File: src/rtl/sc_gamefsm_pkg.sv
// Shared definitions for the game-flow controller: state encoding and game limits.
package sc_gamefsm_pkg;

    typedef enum logic [2:0] {
        StIdle     = 3'd0,
        StPlay     = 3'd1,
        StHit      = 3'd2,
        StRespawn  = 3'd3,
        StLevelUp  = 3'd4,
        StGameOver = 3'd5
    } state_e;

    localparam int unsigned LIVES_INIT_DEFAULT = 3;
    localparam logic [2:0]  LEVEL_MAX          = 3'd7;

    function automatic logic [2:0] level_inc(input logic [2:0] level);
        return (level == LEVEL_MAX) ? level : level + 3'd1;
    endfunction

endpackage

File: src/rtl/sc_tickcounter.sv
// Tick-qualified counter: advances on enabled ticks, wraps to zero on the limit-th tick
// and flags that tick combinationally so the owner can register a one-cycle response.
module sc_tickcounter #(
    parameter int unsigned Width = 4
) (
    input  logic             clk_i,
    input  logic             rst_i,
    input  logic             clear_i,
    input  logic             enable_i,
    input  logic             tick_i,
    input  logic [Width-1:0] limit_i,
    output logic             tc_o
);

    logic [Width-1:0] count_q, count_d;
    logic             step;

    always_comb begin
        step    = enable_i & tick_i;
        tc_o    = step & (count_q == limit_i - Width'(1));
        count_d = count_q;
        if (clear_i || tc_o) begin
            count_d = '0;
        end else if (step) begin
            count_d = count_q + Width'(1);
        end
    end

    always_ff @(posedge clk_i) begin
        if (rst_i) begin
            count_q <= '0;
        end else begin
            count_q <= count_d;
        end
    end

endmodule

File: src/rtl/sc_gamefsm.sv
// Game-flow controller: sequences idle/play/hit/respawn/level-up/game-over, paces lane
// shifts by level and drives registered control pulses to the frog and lane datapath.
module sc_gamefsm
    import sc_gamefsm_pkg::*;
#(
    parameter int unsigned FREEZE_TICKS = 4,
    parameter int unsigned GRACE_TICKS  = 6,
    parameter int unsigned LIVES_INIT   = LIVES_INIT_DEFAULT
) (
    input  logic       SC_GAMEFSM_CLOCK_50,
    input  logic       SC_GAMEFSM_RESET_InHigh,
    input  logic       SC_GAMEFSM_Start_InLow,
    input  logic       SC_GAMEFSM_Tick_InHigh,
    input  logic       SC_GAMEFSM_Lose_InHigh,
    input  logic       SC_GAMEFSM_TopRow_InHigh,
    output logic       SC_GAMEFSM_NN_OutLow,
    output logic       SC_GAMEFSM_FrogLoad_OutHigh,
    output logic       SC_GAMEFSM_LaneShift_OutHigh,
    output logic [1:0] SC_GAMEFSM_Lives_Out,
    output logic [2:0] SC_GAMEFSM_Level_Out,
    output logic [2:0] SC_GAMEFSM_State_Out,
    output logic       SC_GAMEFSM_GameOver_OutHigh
);

    state_e     state_q;
    logic [1:0] lives_q;
    logic [2:0] level_q;
    logic       nn_q, frog_load_q, lane_shift_q, game_over_q;

    logic       shift_en, shift_clr, shift_tc;
    logic [3:0] shift_limit;
    logic       phase_en, phase_clr, phase_tc;
    logic [7:0] phase_limit;

    always_comb begin
        // The tick that causes PLAY->HIT is swallowed so the lanes freeze on that very step.
        shift_en    = ((state_q == StPlay) && !SC_GAMEFSM_Lose_InHigh) ||
                      (state_q == StRespawn);
        shift_clr   = !((state_q == StPlay) || (state_q == StRespawn) || (state_q == StHit));
        shift_limit = 4'd8 - {1'b0, level_q};
        phase_en    = (state_q == StHit) || (state_q == StRespawn);
        phase_clr   = !phase_en;
        phase_limit = (state_q == StHit) ? 8'(FREEZE_TICKS) : 8'(GRACE_TICKS);
    end

    sc_tickcounter #(
        .Width (4)
    ) u_shift_cnt (
        .clk_i    (SC_GAMEFSM_CLOCK_50),
        .rst_i    (SC_GAMEFSM_RESET_InHigh),
        .clear_i  (shift_clr),
        .enable_i (shift_en),
        .tick_i   (SC_GAMEFSM_Tick_InHigh),
        .limit_i  (shift_limit),
        .tc_o     (shift_tc)
    );

    sc_tickcounter #(
        .Width (8)
    ) u_phase_cnt (
        .clk_i    (SC_GAMEFSM_CLOCK_50),
        .rst_i    (SC_GAMEFSM_RESET_InHigh),
        .clear_i  (phase_clr),
        .enable_i (phase_en),
        .tick_i   (SC_GAMEFSM_Tick_InHigh),
        .limit_i  (phase_limit),
        .tc_o     (phase_tc)
    );

    // Outputs are computed for the state being entered, so they line up with State_Out.
    always_ff @(posedge SC_GAMEFSM_CLOCK_50) begin
        if (SC_GAMEFSM_RESET_InHigh) begin
            state_q      <= StIdle;
            lives_q      <= 2'(LIVES_INIT);
            level_q      <= '0;
            nn_q         <= 1'b1;
            frog_load_q  <= 1'b0;
            lane_shift_q <= 1'b0;
            game_over_q  <= 1'b0;
        end else begin
            frog_load_q  <= 1'b0;
            lane_shift_q <= shift_tc;
            case (state_q)
                StIdle: begin
                    lives_q     <= 2'(LIVES_INIT);
                    level_q     <= '0;
                    nn_q        <= 1'b1;
                    game_over_q <= 1'b0;
                    if (!SC_GAMEFSM_Start_InLow) begin
                        state_q     <= StPlay;
                        frog_load_q <= 1'b1;
                        nn_q        <= 1'b0;
                    end
                end
                StPlay: begin
                    if (SC_GAMEFSM_Lose_InHigh) begin
                        state_q <= StHit;
                        nn_q    <= 1'b1;
                        if (lives_q != 2'd0) begin
                            lives_q <= lives_q - 2'd1;
                        end
                    end else if (SC_GAMEFSM_TopRow_InHigh) begin
                        state_q     <= StLevelUp;
                        nn_q        <= 1'b1;
                        level_q     <= level_inc(level_q);
                        frog_load_q <= 1'b1;
                    end
                end
                StHit: begin
                    if (phase_tc) begin
                        if (lives_q == 2'd0) begin
                            state_q     <= StGameOver;
                            game_over_q <= 1'b1;
                        end else begin
                            state_q     <= StRespawn;
                            frog_load_q <= 1'b1;
                        end
                    end
                end
                StRespawn: begin
                    if (phase_tc) begin
                        state_q <= StPlay;
                        nn_q    <= 1'b0;
                    end
                end
                StLevelUp: begin
                    state_q <= StRespawn;
                end
                StGameOver: begin
                    if (SC_GAMEFSM_Start_InLow) begin
                        state_q     <= StIdle;
                        game_over_q <= 1'b0;
                        lives_q     <= 2'(LIVES_INIT);
                        level_q     <= '0;
                    end
                end
                default: begin
                    state_q     <= StIdle;
                    lives_q     <= 2'(LIVES_INIT);
                    level_q     <= '0;
                    nn_q        <= 1'b1;
                    game_over_q <= 1'b0;
                end
            endcase
        end
    end

    assign SC_GAMEFSM_NN_OutLow         = nn_q;
    assign SC_GAMEFSM_FrogLoad_OutHigh  = frog_load_q;
    assign SC_GAMEFSM_LaneShift_OutHigh = lane_shift_q;
    assign SC_GAMEFSM_Lives_Out         = lives_q;
    assign SC_GAMEFSM_Level_Out         = level_q;
    assign SC_GAMEFSM_State_Out         = state_q;
    assign SC_GAMEFSM_GameOver_OutHigh  = game_over_q;

endmodule

File: config.mk
export PLATFORM = sky130hd
export DESIGN_NAME = sc_gamefsm
export DESIGN_NICKNAME = d
export VERILOG_FILES = /design/src/rtl/sc_gamefsm_pkg.sv /design/src/rtl/sc_tickcounter.sv /design/src/rtl/sc_gamefsm.sv
export SDC_FILE = /design/constraint.sdc
export NUM_CORES = 1
export LEC_CHECK = 0
export BUFFER_PORTS_ARGS = -buffer_cell sky130_fd_sc_hd__buf_2
export CORE_UTILIZATION = 27
export DETAILED_ROUTE_END_ITERATION = 16
export PLACE_DENSITY = 0.41
export REMOVE_ABC_BUFFERS = 1
export SYNTH_ARGS = -nofsm -noshare
export SYNTH_HDL_FRONTEND = slang
export SYNTH_SLANG_ARGS = --single-unit
export TNS_END_PERCENT = 100
File: constraint.sdc
create_clock -name SC_GAMEFSM_CLOCK_50 -period 3.65 [get_ports SC_GAMEFSM_CLOCK_50]
set_clock_uncertainty 0.15 [all_clocks]
set_input_delay 0.1825 -clock SC_GAMEFSM_CLOCK_50 [delete_from_list [all_inputs] [get_ports SC_GAMEFSM_CLOCK_50]]
set_output_delay 0.1825 -clock SC_GAMEFSM_CLOCK_50 [all_outputs]
set_load 0.01 [all_outputs]
== Word level (Yosys, flattened, before mapping) ==
Cells that the tools add are included.

* $add $sub $neg: 7
* Multiply operators: 0
* Div/mod/pow operators: 0
* $lt $le $gt $ge: 0
* Equality and inequality tests: 19
* Shift operators: 0
* Multiplexer cells: 32
* Bitwise gates (word level): 7
* Reductions and logical operators: 23

{| class="wikitable"
|+ Operators by type and width
! cell !! number
|-
| two-way mux 3 bit || 10
|-
| one-hot mux 3 bit (6 select lines) || 1
|-
| != test 2 bit (second input constant) || 8
|-
| two-way mux 1 bit || 12
|-
| AND reduction 5 bit || 2
|-
| == test 3 bit (second input constant) || 3
|-
| one-hot mux 3 bit (3 select lines) || 1
|-
| OR reduction 3 bit || 3
|-
| adder 8 x 1 -> 8 bit (second input constant) || 1
|-
| == test 8 bit || 1
|-
| two-way mux 2 bit || 4
|-
| AND reduction 4 bit || 2
|-
| == test 3 x 2 -> 1 bit (second input constant) || 2
|-
| logical OR 1 bit || 6
|-
| one-hot mux 1 bit (3 select lines) || 2
|-
| one-hot mux 2 bit (3 select lines) || 1
|-
| adder 4 x 1 -> 4 bit (second input constant) || 1
|-
| AND 1 bit || 4
|-
| == test 4 bit || 1
|-
| != test 2 x 1 -> 1 bit (second input constant) || 2
|-
| one-hot mux 1 bit (4 select lines) || 1
|-
| OR reduction 2 bit || 2
|-
| subtractor 3 x 1 -> 4 bit (second input constant) || 1
|-
| subtractor 4 x 1 -> 4 bit (second input constant) || 1
|-
| other kinds (12) || 16
|}

* Bits in registers: 24
* Bits in latches: 0
* Bits in writable memories: 0
* Bits in read-only memories: 0
* Input bits: 6
* Output and inout port bits: 12
* Memories kept: 0

== Logic depth before layout (Yosys ltp) ==
Gate-level depths: netlist (run 1).

* Depth after elaboration: 7
* Gate-level depth with buffers: 6

== Cells and area by module ==
A second synthesis (run 1) with hierarchy kept.

* Cell total of the unflattened synthesis: 213
* Area total of the unflattened synthesis: 1801.7 um^2

{| class="wikitable"
|+ By module, submodules not included
! module !! instances !! cells each !! area an instance (um^2)
|-
| sc_gamefsm || 1 || 105 || 874.6
|-
| sc_tickcounter (u_phase_cnt) || 1 || 80 || 645.6
|-
| sc_tickcounter (u_shift_cnt) || 1 || 28 || 281.5
|}

== Worst setup path after synthesis (run 1) ==
No wires, ideal clock.

* Path type: register to register
* From: register state_q[1], in the netlist SC_GAMEFSM_State_Out[1]
* To: register u_phase_cnt.count_q[1]
* Setup time: 0.070 ns
* Arrival: 1.628 ns
* Path slack: 1.803 ns
* Stages on the path, launching flop included: 6
* Path buffers: 1
* Period minus slack after synthesis: 1.847 ns
* Cells stage by stage: dfxtp_1 or3b_4 mux2i_4 a311o_1 buf_4 a21oi_1

* Longest elaborated chain between the ends: 7
* Elaborated cells on any way between the ends: 11
* Classes of those cells: add/sub (1); eq/ne (3); mux (1); bitwise (2); reduce/logical (4)

{| class="wikitable"
|+ Ends and longest elaborated chain
! what !! line !! source
|-
| from (decl) || sc_gamefsm.sv:25 || <nowiki>state_e state_q;</nowiki>
|-
| from (signal assigned) || sc_gamefsm.sv:73 || <nowiki>state_q <= StIdle;</nowiki>
|-
| from (signal assigned) || sc_gamefsm.sv:90 || <nowiki>state_q <= StPlay;</nowiki>
|-
| from (signal assigned) || sc_gamefsm.sv:97 || <nowiki>state_q <= StHit;</nowiki>
|-
| == test 3 x 2 -> 1 bit || sc_gamefsm.sv:41, sc_gamefsm.sv:43 ||
|-
| two-way mux 2 bit || sc_gamefsm.sv:43 || <nowiki>phase_limit = (state_q == StHit) ? 8'(FREEZE_TICKS) : 8'(GRACE_TICKS);</nowiki>
|-
| subtractor 3 x 1 -> 4 bit || sc_tickcounter.sv:20 || <nowiki>tc_o = step & (count_q == limit_i - Width'(1));</nowiki>
|-
| == test 8 bit || sc_tickcounter.sv:20 ||
|-
| AND 1 bit || sc_tickcounter.sv:20 ||
|-
| logical OR 1 bit || sc_tickcounter.sv:22 || <nowiki>if (clear_i || tc_o) begin</nowiki>
|-
| OR reduction 2 bit (no source line) || - ||
|-
| to (signal assigned) || sc_tickcounter.sv:33 || <nowiki>count_q <= count_d;</nowiki>
|-
| to (decl) || sc_tickcounter.sv:15 || <nowiki>logic [Width-1:0] count_q, count_d;</nowiki>
|}

Parallel ways exist; a longest one is shown, timed or not.
A chain may end at the register's enable or synchronous reset.

== Worst setup path in the final report (run 1) ==
Ends and elaborated chain as after synthesis.

==> results of run 1 <==
## power by group through the flow
stage	Combinational (W)	Sequential, W	Clock, W
3_3_place_gp	0.000257	0.000344	0
5_1_grt	0.000285	0.000346	0.000205
6_report	0.000259	0.000341	0.000187
2_1_floorplan	0.000180	0.000343	0
4_1_cts	0.000260	0.000341	0.000196
3_5_place_dp	0.000258	0.000346	0
## path summary, 6_finish.rpt
kind                                             endpoint  slack [ps]                                 start  cells past startpoint
setup reg to reg      u_phase_cnt.count_q[1]$_SDFFE_PP0P_        1460  SC_GAMEFSM_State_Out[1]$_SDFFE_PP0P_                      4
hold / removal       SC_GAMEFSM_Level_Out[0]$_SDFFE_PP0P_         120               SC_GAMEFSM_RESET_InHigh                      2
setup / recovery      u_phase_cnt.count_q[1]$_SDFFE_PP0P_        1460  SC_GAMEFSM_State_Out[1]$_SDFFE_PP0P_                      4
hold reg to reg   SC_GAMEFSM_LaneShift_OutHigh$_SDFF_PP0_         350   u_shift_cnt.count_q[3]$_SDFFE_PP0P_                      1
## per-stage QoR
stage	instances	total power, W	utilization (%)	hold slack, ps
6_report	237	0.000788	32.6	123
5_1_grt	237	0.000836	32.6	135
4_1_cts	237	0.000796	32.6	107
3_5_place_dp	233	0.000605	31.4	334
3_3_place_gp	233	0.000601	31.4	325
2_1_floorplan	149	0.000522	-	102
## routing by layer
metal	GRT usage, %	routed length [µm]
met1	15.3	1560
met2	22.5	1520
met5	0	0
met4	3.70	25
met3	3.45	139
## cells in the final DEF, fill, tap and decap left out, types with 2 or more instances in the layout
master / n
dfxtp_1: 24
buf_2: 17
nor2_1: 14
nand3_1: 9
o21ai_0: 9
xor2_1: 7
inv_1: 6
nand2b_1: 6
xnor2_1: 6
nand2_1: 6
a21oi_1: 6
ha_1: 5
nand4_1: 4
nor3_1: 4
clkbuf_8: 4
mux2i_1: 3
and3b_1: 2
nor4_1: 2
o41ai_2: 2
a211oi_1: 2
and2_1: 2
nor2b_1: 2
o21a_1: 2
o2111ai_1: 2
a31oi_1: 2
## area by class of cell
type | instances | area share (%)
multi-input combinational | 119 | 53.4
tap | 67 | 5.38
sequential | 24 | 30.8
inverter | 6 | 1.44
clock buffer | 4 | 3.53
timing repair buffer | 17 | 5.46
## worst max-delay path, delay by kind of cell (launching register included)
family / cells / cell delay [ps]
flip-flops: 1 / 640
AND/OR/NAND/NOR: 1 / 490
AO/OA/AOI/OAI: 2 / 630
multiplexers: 1 / 210
## sequential cells by signal, indices dropped and copies added (netlist names)
name / cells
SC_GAMEFSM_FrogLoad_OutHigh: 1
SC_GAMEFSM_GameOver_OutHigh: 1
SC_GAMEFSM_LaneShift_OutHigh: 1
SC_GAMEFSM_Level_Out: 3
SC_GAMEFSM_Lives_Out: 2
SC_GAMEFSM_NN_OutLow: 1
SC_GAMEFSM_State_Out: 3
u_phase_cnt.count_q: 8
u_shift_cnt.count_q: 4
## cell families after synthesis
logic type / synth area share, %
multiplexers: 3.86
AO/OA/AOI/OAI: 17.9
flip-flops: 35.3
adder cells (fa/ha/maj): 4.59
AND/OR/NAND/NOR: 26.4
buffers and inverters: 3.67
XOR/XNOR: 8.36
==> reports/qor.txt, run 1 <==
CTS root buf: clkbuf_8
Async SR Flop Fraction: 0%
Synth top area share: 35.3%
clock buffer depth: 2
Iter 0 DRT Violations: 47
CTS tree: done
P_leak: 0.603 nW
critical path class: reg2reg
GRT Total Usage: 12.9%
Internal Power: 0.000489 W
Final #Nets: 182
period utilization: 59.9%
Startpoint Class: flip-flop
Setup Fix Bufs, Post-CTS: 0
Worst slew margin: 59.3%
total of fill cells in the finished design: 497
dpl cell area: 1500 µm²
RSZ-0062 raised after global routing: no
largest net degree at the start of global routing: 19
clock share of power: 23.8%
TritonRoute pass-1 iters: 4
critical path peak fanout: 16
VDD IR max: 0.271 mV
Pwr Density: 505 nW/µm²
final setup margin: 1460 ps
Top Ports: 18
cell taking the most area after synthesis: dfxtp_1
Synth top cells by count: dfxtp_1, nor2_1, nand3_1, o21ai_0, xor2_1
number of global-route vias before repair: 1129
synth unique cells: 48
worst min path class: in2reg
CP max-delay cell: dfxtp_1
Crit path largest cell delay: 640 ps
f_max: 0.457 GHz
leading post-synthesis cells by cell area: dfxtp_1, ha_1, xor2_1
post-cts hold buffer count: 0
Setup Viol. Count Final: 0
Die H: 73.0 µm
most frequent cell after synthesis: dfxtp_1
crit path DAT: 2230 ps
Logic pwr share: 32.9%
Reg area: 480 µm²
Final GP Congestion: 0.782
fin area: 1560 µm²
Antenna Nets Post-Route: 0
Initial Util: 28.5%
Top FF cell, synth: dfxtp_1
sequential share of power: 43.3%
sequential cell area fraction in the yosys report: 35.3%
Core Region: 4790 µm²
Mapped Area: 1360 µm²
max-cap check violation count: 0
hpwl dp: 2360 µm
critical path capture point type: flip-flop
share of cells above drive strength 1: 18.2%
GR Overflow Total: 0
sw frac: 38.0%
DRC viols: 0
via/cell ratio: 4.93
Yosys warnings: 0
max-slew violation count: 0
clock latency on the worst-skew pair: 270 ps
die area: 5330 µm²
n_diodes: 0
DRT Wirelength: 3250 µm
Layout area overhead: 14.4%
post-cts sizing count: 0
status: complete, no violations
Tightest Pin Transition: 610 ps
NetSw: 0.000299 W
sequence of cells on the critical path: or3b_4 > mux2i_4 > a311o_1 > a21oi_1
WL per Instance: 13.7 µm
row count: 25
Tmin final: 2190 ps
Clock transition at path regs: 100 ps
Buffers on Ports: 17
initial antenna violation count: 0
H-tree levels: 1
cell count after synthesis: 155
DR vias: 1169
Final Hold Viols: 0
final setup TNS: 0 ps
Post-synth EDFFs: 0
Multi-input gate area: 832 µm²
dpl ws: 1480 ps
# clock sinks: 24
Synth Register Bits: 24
die width: 73.0 µm
Num CTS Buffers: 3
first-pass GRT wire length: 5260 µm
Avg Cell Area, Syn: 8.79 µm²
WP data required: 3700 ps
No activity file was read; power rests on OpenSTA's default activity.
==> inputs of run 2 (changes only) <==
--- a/config.mk
+++ b/config.mk
@@ -8,7 +8,7 @@
 export BUFFER_PORTS_ARGS = -buffer_cell sky130_fd_sc_hd__buf_2
 export CORE_UTILIZATION = 27
 export DETAILED_ROUTE_END_ITERATION = 16
-export PLACE_DENSITY = 0.41
+export PLACE_DENSITY = 0.43
 export REMOVE_ABC_BUFFERS = 1
 export SYNTH_ARGS = -nofsm -noshare
 export SYNTH_HDL_FRONTEND = slang
==> constraint.sdc (replaced) <==
create_clock -name SC_GAMEFSM_CLOCK_50 -period 1.8 [get_ports SC_GAMEFSM_CLOCK_50]
set_clock_uncertainty 0.15 [all_clocks]
set_input_delay 0.09 -clock SC_GAMEFSM_CLOCK_50 [delete_from_list [all_inputs] [get_ports SC_GAMEFSM_CLOCK_50]]
set_output_delay 0.09 -clock SC_GAMEFSM_CLOCK_50 [all_outputs]
set_load 0.01 [all_outputs]
==> run 2 against run 1 <==
Effect of this change:
- global-route usage is essentially flat
- critical endpoint unchanged
- non-clock buffer count increased by 17
- maximum frequency increased by 27%
- setup slack worse by 1400 ps
- core utilization is 3.7 points higher
- cell count is 7.2% higher
- combinational power increased to 2.8 times the previous value
- die area unchanged
- sequential share of layout area is 3.1 points lower
- worst hold slack worse by 73 ps
==> reports/qor.txt, run 2 (synthesis results as in run 1) <==
Clock transition at path regs: 80 ps
GR Overflow Total: 0
TritonRoute pass-1 iters: 6
f_max: 0.583 GHz
DRC viols: 0
Final GP Congestion: 0.821
hpwl dp: 2510 µm
critical path peak fanout: 6
max-cap check violation count: 0
sequential share of power: 34.0%
dpl cell area: 1630 µm²
clock buffer depth: 2
Setup Fix Bufs, Post-CTS: 0
CP bufs+invs: 1
critical path capture point type: flip-flop
share of cells above drive strength 1: 28.9%
CTS tree: done
status: complete, no violations
met1 GRT Util: 16.0%
Iter 0 DRT Violations: 53
commonest cells after routing, fill and taps aside: dfxtp_1, buf_2, buf_4
Buffers on Ports: 17
dpl ws: 44.1 ps
post-cts hold buffer count: 0
depth of the worst hold-timing path: 2
via/cell ratio: 4.77
sw frac: 33.9%
first-pass GRT wire length: 5200 µm
Final Hold Viols: 0
Tightest Pin Transition: 308 ps
VDD IR max: 0.391 mV
Die H: 73.0 µm
WP data required: 1850 ps
Logic pwr share: 40.5%
GRT Total Usage: 12.8%
Biggest register: u_phase_cnt.count_q
DRT Wirelength: 3210 µm
Final #Nets: 199
met2 Usage GRT: 22.0%
top flop regs: u_phase_cnt.count_q x8, u_shift_cnt.count_q x4
CP Depth: 5
P_leak: 0.700 nW
GR Util met3: 2.21%
Initial Util: 28.5%
n_diodes: 0
Internal Power: 0.00120 W
worst reg2reg path depth: 5
post-cts sizing count: 0
Setup Viol. Count Final: 0
Crit path largest cell delay: 400 ps
Num CTS Buffers: 3
row count: 25
number of global-route vias before repair: 1155
GRT busiest layer: met2
Largest register FFs: 8
fin area: 1740 µm²
Antenna Nets Post-Route: 0
clock latency on the worst-skew pair: 260 ps
max-slew violation count: 0
initial antenna violation count: 0
die width: 73.0 µm
crit path DAT: 1760 ps
total of fill cells in the finished design: 513
clock share of power: 25.5%
RSZ-0062 raised after global routing: no
Top Ports: 18
CTS root buf: clkbuf_8
DR vias: 1212
Startpoint Class: flip-flop
worst min path class: in2reg
Layout Cells excl Fill: 254
CP max-delay cell: or3b_4
largest net degree at the start of global routing: 17
Worst slew margin: 79.3%
CP delay by family, top: simple AND/OR/NAND/NOR gates
most common cell after layout, fill and taps aside: dfxtp_1
final setup margin: 83.4 ps
die area: 5330 µm²
Pwr Density: 1050 nW/µm²
Core Region: 4790 µm²
H-tree levels: 1
WL per Instance: 12.6 µm
Layout area overhead: 27.4%
NetSw: 0.000616 W
sequence of cells on the critical path: or3b_4 > mux2i_4 > a311o_1 > buf_4 > a21oi_1
Tmin final: 1720 ps
critical path class: reg2reg
# clock sinks: 24
period utilization: 95.4%
placed cell count: 250
## run 2: changes by cell type in the layout (fill, tap and decap cells not counted), sizes merged
cell,change
bufinv,+1
buf,+17
clkbuf,-1
## run 2: worst reg2reg max path: cells and delay by family (launching register included)
family / cells / cell delay [ps]
simple gates: 1 / 400
compound gates: 2 / 400
flops: 1 / 340
mux: 1 / 200
buf+inv: 1 / 170
## run 2: path summary, 6_finish.rpt
check | end | slack (ps) | start
min reg2reg | SC_GAMEFSM_LaneShift_OutHigh$_SDFF_PP0_ | 340 | u_shift_cnt.count_q[3]$_SDFFE_PP0P_
max reg2reg | u_phase_cnt.count_q[1]$_SDFFE_PP0P_ | 80 | SC_GAMEFSM_State_Out[0]$_SDFFE_PP0P_
max | u_phase_cnt.count_q[1]$_SDFFE_PP0P_ | 80 | SC_GAMEFSM_State_Out[0]$_SDFFE_PP0P_
min | SC_GAMEFSM_Level_Out[2]$_SDFFE_PP0P_ | 50 | SC_GAMEFSM_RESET_InHigh
## run 2: through the flow
stage / power, W / TNS [ps] / hold slack, ps / utilization (%)
detailed placement: 0.00135 / 0 / 320 / 34.1
floorplan: 0.00106 / -1570 / 9.07 / -
global placement: 0.00134 / 0 / 311 / 34.1
CTS: 0.00183 / 0 / 38.9 / 35.6
global route: 0.00193 / 0 / 53.1 / 36.3
finish: 0.00182 / 0 / 50.0 / 36.3
## run 2: layout make-up
type / count / area [µm²] / share of cell area (%)
inverter: 6 / 22.5 / 1.30
timing repair buffer: 34 / 213 / 12.3
sequential: 24 / 482 / 27.8
multi-input combinational: 119 / 863 / 49.7
tap: 67 / 83.8 / 4.83
clock buffer: 3 / 41.3 / 2.38
clock inverter: 1 / 30.0 / 1.73
## run 2: metal layers
metal  vias to the layer above  part of all wire, %
li1                        628                    -
met2                        20                   48
met4                         0                 0.78
met1                       562                   47
met3                         2                  4.1
met5                         -                    0
## run 2: power groups by stage
stage	Sequential [W]	Combinational, W	Clock [W]
final	0.000618	0.000736	0.000464
after global routing	0.000624	0.000802	0.000509
after CTS	0.000616	0.000723	0.000486
after detailed placement	0.000629	0.000719	0
after global placement	0.000624	0.000714	0
after floorplan	0.000695	0.000365	0
